$ cat src/rtl/bus_pkg.sv
// Shared frame layout constants and memory-side state type for the
// byte-serial CPU bus bridge.
package bus_pkg;

   localparam int FRAME_PHASES = 9;
   localparam int PH_W         = $clog2(FRAME_PHASES);

   typedef logic [PH_W-1:0] ph_t;

   localparam ph_t ADDR_PH_FIRST = ph_t'(1);
   localparam ph_t ADDR_PH_LAST  = ph_t'(4);
   localparam ph_t RESP_PH_FIRST = ph_t'(5);
   localparam ph_t RESP_PH_LAST  = ph_t'(8);

   // The final address/data byte is consumed straight off the bus at issue,
   // so only the lower bytes need holding registers.
   localparam int LO_BYTES = int'(ADDR_PH_LAST) - int'(ADDR_PH_FIRST);
   localparam int LO_W     = 8 * LO_BYTES;

   typedef enum logic {M_IDLE, M_BUSY} mem_state_t;

   function automatic logic [7:0] sat_inc8(input logic [7:0] v);
      return (v == 8'hFF) ? v : v + 8'd1;
   endfunction

endpackage

$ cat src/rtl/frame_deser.sv
// Frame phase counter and little-endian byte capture of the address and
// write-data words carried in phases 1-3 (phase 4 is taken live by the top).
module frame_deser
   import bus_pkg::*;
(
   input  logic            clk,
   input  logic            rst,
   input  logic            frm_sync,
   input  logic [7:0]      bus_addr,
   input  logic [7:0]      bus_wdata,
   input  logic            bus_wr,
   output ph_t             ph,
   output logic [LO_W-1:0] addr_lo,
   output logic [LO_W-1:0] wdata_lo,
   output logic            wr_q
);

   always_ff @(posedge clk or posedge rst) begin
      if (rst) begin
         ph       <= '0;
         addr_lo  <= '0;
         wdata_lo <= '0;
         wr_q     <= 1'b0;
      end else begin
         // A sync always (re)starts a frame, even in the middle of one.
         if (frm_sync)
            ph <= ADDR_PH_FIRST;
         else if (ph == RESP_PH_LAST)
            ph <= '0;
         else if (ph != '0)
            ph <= ph + ph_t'(1);

         if (ph == ADDR_PH_FIRST)
            wr_q <= bus_wr;

         for (int i = 0; i < LO_BYTES; i++) begin
            if (ph == ADDR_PH_FIRST + ph_t'(i)) begin
               addr_lo[8*i +: 8]  <= bus_addr;
               wdata_lo[8*i +: 8] <= bus_wdata;
            end
         end
      end
   end

endmodule

$ cat src/rtl/serial_mem_bridge.sv
// Memory-side bridge for the 9-phase byte-serial CPU bus: one req/ack access
// per frame, read data returned with a one-frame lag.
module serial_mem_bridge
   import bus_pkg::*;
#(
   parameter int          AW       = 32,
   parameter logic [31:0] RST_DATA = '0
) (
   input  logic          clk,
   input  logic          rst,
   input  logic          frm_sync,
   input  logic [7:0]    bus_addr,
   input  logic [7:0]    bus_wdata,
   input  logic          bus_wr,
   output logic [7:0]    bus_rdata,
   output logic          bus_rdata_oe,
   output logic          mem_req,
   output logic          mem_we,
   output logic [AW-1:0] mem_addr,
   output logic [31:0]   mem_wdata,
   input  logic          mem_ack,
   input  logic [31:0]   mem_rdata,
   output logic          frame_err,
   output logic [7:0]    err_cnt
);

   ph_t             ph;
   logic [LO_W-1:0] addr_lo;
   logic [LO_W-1:0] wdata_lo;
   logic            wr_q;

   frame_deser u_deser (
      .clk       (clk),
      .rst       (rst),
      .frm_sync  (frm_sync),
      .bus_addr  (bus_addr),
      .bus_wdata (bus_wdata),
      .bus_wr    (bus_wr),
      .ph        (ph),
      .addr_lo   (addr_lo),
      .wdata_lo  (wdata_lo),
      .wr_q      (wr_q)
   );

   mem_state_t    state_reg, state_next;
   logic          mem_we_reg, mem_we_next;
   logic [AW-1:0] mem_addr_reg, mem_addr_next;
   logic [31:0]   mem_wdata_reg, mem_wdata_next;
   logic [31:0]   rd_buf_reg;
   logic [31:0]   tx_q_reg;
   logic [7:0]    err_cnt_reg;
   logic          frame_err_reg;

   logic [31:0] comp_addr;
   logic [31:0] comp_data;
   logic        issue;
   logic        sync_err;
   logic        overrun;
   logic        ack_read;

   assign comp_addr = {bus_addr, addr_lo};
   assign comp_data = {bus_wdata, wdata_lo};
   // A sync landing on the last address phase aborts the frame before issue.
   assign issue     = (ph == ADDR_PH_LAST) && !frm_sync;
   assign sync_err  = frm_sync && (ph != '0);
   assign ack_read  = (state_reg == M_BUSY) && mem_ack && !mem_we_reg;

   always_comb begin
      state_next     = state_reg;
      mem_we_next    = mem_we_reg;
      mem_addr_next  = mem_addr_reg;
      mem_wdata_next = mem_wdata_reg;
      overrun        = 1'b0;
      case (state_reg)
         M_IDLE: begin
            if (issue) begin
               state_next     = M_BUSY;
               mem_we_next    = wr_q;
               mem_addr_next  = comp_addr[AW-1:0];
               mem_wdata_next = comp_data;
            end
         end
         M_BUSY: begin
            if (mem_ack)
               state_next = M_IDLE;
            // An ack in the issue cycle frees the port for a back-to-back access.
            if (issue) begin
               if (mem_ack) begin
                  state_next     = M_BUSY;
                  mem_we_next    = wr_q;
                  mem_addr_next  = comp_addr[AW-1:0];
                  mem_wdata_next = comp_data;
               end else begin
                  overrun = 1'b1;
               end
            end
         end
      endcase
   end

   always_ff @(posedge clk or posedge rst) begin
      if (rst) begin
         state_reg     <= M_IDLE;
         mem_we_reg    <= 1'b0;
         mem_addr_reg  <= '0;
         mem_wdata_reg <= '0;
         rd_buf_reg    <= RST_DATA;
         tx_q_reg      <= RST_DATA;
         err_cnt_reg   <= '0;
         frame_err_reg <= 1'b0;
      end else begin
         state_reg     <= state_next;
         mem_we_reg    <= mem_we_next;
         mem_addr_reg  <= mem_addr_next;
         mem_wdata_reg <= mem_wdata_next;
         if (ack_read)
            rd_buf_reg <= mem_rdata;
         if (issue)
            tx_q_reg <= ack_read ? mem_rdata : rd_buf_reg;
         frame_err_reg <= sync_err || overrun;
         if (sync_err || overrun)
            err_cnt_reg <= sat_inc8(err_cnt_reg);
      end
   end

   logic [7:0] resp_bytes [4];

   for (genvar gi = 0; gi < 4; gi++) begin : g_resp
      assign resp_bytes[gi] = tx_q_reg[8*gi +: 8];
   end

   always_comb begin
      bus_rdata    = '0;
      bus_rdata_oe = 1'b0;
      if (ph >= RESP_PH_FIRST && ph <= RESP_PH_LAST)
         bus_rdata_oe = !wr_q;
      for (int i = 0; i < 4; i++) begin
         if (ph == RESP_PH_FIRST + ph_t'(i))
            bus_rdata = resp_bytes[i];
      end
   end

   assign mem_req   = (state_reg == M_BUSY);
   assign mem_we    = mem_we_reg;
   assign mem_addr  = mem_addr_reg;
   assign mem_wdata = mem_wdata_reg;
   assign frame_err = frame_err_reg;
   assign err_cnt   = err_cnt_reg;

endmodule

$ cat config.mk
export PLATFORM = sky130hd
export DESIGN_NAME = serial_mem_bridge
export DESIGN_NICKNAME = d
export VERILOG_FILES = /design/src/rtl/bus_pkg.sv /design/src/rtl/frame_deser.sv /design/src/rtl/serial_mem_bridge.sv
export SDC_FILE = /design/constraint.sdc
export NUM_CORES = 1
export LEC_CHECK = 0
export BUFFER_PORTS_ARGS = -buffer_cell sky130_fd_sc_hd__buf_2
export CAP_MARGIN = 30
export CORE_AREA = 2 2 99 173
export CTS_CLUSTER_DIAMETER = 80
export DETAILED_ROUTE_END_ITERATION = 7
export DIE_AREA = 0 0 101 175
export PLACE_DENSITY = 0.75
export SYNTH_ARGS = -nofsm -noshare
export SYNTH_HDL_FRONTEND = slang
export SYNTH_HIERARCHICAL = 1
export SYNTH_SLANG_ARGS = --single-unit
$ cat constraint.sdc
create_clock -name clk -period 8.2 [get_ports clk]
set_clock_uncertainty 0.1 [all_clocks]
set_input_delay 0 -clock clk [delete_from_list [all_inputs] [get_ports clk]]
set_output_delay 0 -clock clk [all_outputs]
set_load 0.05 [all_outputs]
==> qor.yml <==
power:
  pwr-share-clk_pct: 19.5
  p_comb_share_pct: 40.7
  finalPower_w: 0.003977
  p_leak_nw: 4.888
  internal-power_w: 0.002424
  power_per_cell_area_mw_per_mm2: 400.8
  power.switching_w: 0.001553
  p_sw_share_pct: 39.06
  vdd_drop_max_v: 0.0001768
  pwr-share-seq_pct: 39.8
global_routing:
  overflow: 0
  antenna_found_initial: 0
  grt_max_degree: 63
  grt_pass1_wl_um: 26600
  grt_pass1_vias: 5133
  grtUsageTotal_pct: 19.31
drt:
  drtIter0Drc: 121
  drc_errors: 0
  top_layer: "met4"
  vias: 4684
  dr.pass1.iters: 4
  wl_met3_um: 501
  viasPerCell: 5.257
  ant_nets: 0
  wl_met1_um: 6705
  detail_route.wl_per_cell_um: 18.33
  drt-total-wl_um: 16330
  wl_met2_um: 8835
setup_path:
  critPathRequiredTime_ns: 8.40
  crit_arrival_ns: 2.98
  start_kind: "flop"
  cp-end-kind: "flop"
  crit_fanout: 41
  path_class: "flop to flop"
yosys:
  synth_edf_count: 0
  synthFlopType: "dfrtp_1"
  ys_ff_latch: 192
  ys_warn_count: 6
  yosysSeqAreaShare_pct: 59.68
  synth_top_area_share_pct: 59.68
  synthArstFlopShare_pct: 100.0
  synth.most_common_cell: "dfrtp_1"
  synth_fp_nets: 552
  syn_inst: 494
  yosysUniqueCellTypes: 38
  ys_top_cells_by_count: "192 x dfrtp_1, 108 x mux2_2, 80 x mux2_4, 14 x nand2_1"
  syn_area_per_cell_um2: 16.30
  syn_area_mm2: 0.008050
  yosys.area.top_type: "dfrtp_1"
  synthTopCellsByArea: "dfrtp_1 60%, mux2_2 15%, mux2_4 15%, buf_12 2.0%, ha_1 0.78%"
timing:
  fmax_mhz: 359.5
  finalCriticalPeriod_ns: 2.781
  slew_violations: 0
  finalCritPeriodShare_pct: 33.92
  setup_tns_ns: 0
  grt_setup_unrepaired: "false"
  layout_setup_ws_ns: 5.419
  tightest_slew_ns: 0.6875
  max-slew-margin-rel_pct: 54.17
  setup_viol: 0
  hold_violations: 0
cts:
  cts_htree_levels: 4
  clk_pin_slew_ns: 0.07
  cts_tree: "done"
  cts-root-buf: "clkbuf_16"
  clock_sinks: 192
  clock_latency_ns: 0.42
  clockBufferDepth: 2
  cts_setup_buffers: 0
  numCtsBuffers: 17
  post_cts_resized: 0
floorplanning:
  start_util_pct: 49.42
  die_h_um: 175
  die_x_um: 101
  die_area_mm2: 0.01768
  coreArea_mm2: 0.01629
  pin_count: 137
  rows: 62
placement:
  place_inst: 808
  place_ws_ns: 5.425
  dp_hpwl_um: 10920
  place.gp.congestion: 0.7358
  numPortBuffers: 136
cells_and_area:
  fin_nets: 745
  drive_gt1_share_pct: 53.36
  syn2layout_area_growth_pct: 23.25
  final_cell_count_no_fill: 891
  multi_input_area_mm2: 0.002953
  insertedDiodeCount: 0
  fillers: 1206
  regArea_mm2: 0.004805
hold_path:
  min_path_type: "input port to asynchronous set/reset pin"
flow_run:
  max_cap_violations: 0
run_status:
  status: "finished clean"
==> per-stage QoR <==
stage / hold WS (ns) / cell area (um^2) / utilization (%)
after global placement: 0.01066 / 8740 / 53.65
after floorplan: -0.03653 / 8050 / -
after global routing: 0.04821 / 9922 / 60.91
final: 0.03296 / 9922 / 60.91
after detailed placement: -0.05987 / 8860 / 54.39
after CTS: 0.04095 / 9922 / 60.91
==> layout make-up <==
cell class	count	area share, %
Clock buffer	18	4.426
Clock inverter	13	1.034
Sequential cell	192	48.42
Inverter	7	0.3153
Tap cell	192	2.421
Multi-Input combinational cell	271	29.76
Timing Repair Buffer	198	13.62
==> kinds of logic after synthesis <==
family          synth area share (%)
mux                            30.28
flops                          59.68
xor+xnor                      0.4351
compound gates                 1.990
buf+inv                        3.637
fa+ha+maj                     0.7771
simple gates                   3.202
==> cells in the final DEF (no fill, tap or decap), types with 2 or more instances in the layout <==
cell type / Yosys / layout
mux2i_1: 2 / 2
clkbuf_16: 0 / 17
buf_16: 0 / 2
nor4_1: 2 / 2
nand2_1: 14 / 14
clkinv_2: 0 / 3
dlygate4sd3_1: 0 / 52
nor2b_1: 2 / 2
mux2_2: 108 / 108
inv_1: 7 / 5
buf_4: 1 / 4
or3_1: 3 / 3
xor2_1: 4 / 4
a22oi_1: 8 / 8
buf_2: 1 / 136
o21ai_0: 8 / 8
mux2_4: 80 / 80
nand3_1: 3 / 3
and2_1: 3 / 3
a31oi_1: 3 / 3
buf_8: 1 / 3
dfrtp_1: 192 / 192
nand4_1: 2 / 2
nor2_1: 8 / 8
inv_6: 0 / 7
clkinvlp_4: 0 / 2
a21oi_1: 4 / 4
ha_1: 5 / 5
==> critical path, stage by stage (launching register included) <==
cell and delay [ns]:
dfrtp_1 0.54, nand2b_1 0.32, or3_1 0.49, nor2b_4 0.12, buf_4 0.38, buf_16 0.31, mux2_2 0.37
==> final timing paths <==
check,from,to,slack (ns),cells past startpoint
worst max-delay path,u_deser/ph[2],mem_wdata[31],5.42,6
worst min-delay path,rst,u_deser/wdata_lo[3],0.03,3
worst max register to register,u_deser/ph[2],mem_wdata[31],5.42,6
worst min register to register,rd_buf_reg[28],rd_buf_reg[28],0.40,1
max in group asynchronous,rst,rd_buf_reg[22],6.76,5
min in group clk,mem_rdata[9],rd_buf_reg[9],0.26,3
==> repair_timing <==
action	4_1_cts	5_1_grt
setup endpoints to repair	0	0
hold buffers	52	0
endpoints found under the hold margin	236	0
==> layer usage <==
metal | track usage, % | vias up
met3 | 3.760 | 20
met2 | 34.28 | 113
li1 | - | 2126
met5 | 0 | -
met4 | 6.475 | 0
met1 | 23.15 | 2425
==> power groups by stage <==
| stage | Clock (W) | Sequential, W | Combinational, W |
|---|---|---|---|
| 2_1_floorplan | 0 | 0.00207 | 0.000789 |
| 3_3_place_gp | 0 | 0.00157 | 0.00155 |
| 3_5_place_dp | 0 | 0.00160 | 0.00161 |
| 4_1_cts | 0.000790 | 0.00158 | 0.00163 |
| 5_1_grt | 0.000830 | 0.00163 | 0.00171 |
| 6_report | 0.000775 | 0.00158 | 0.00162 |
No activity file was read; power rests on OpenSTA's default activity.
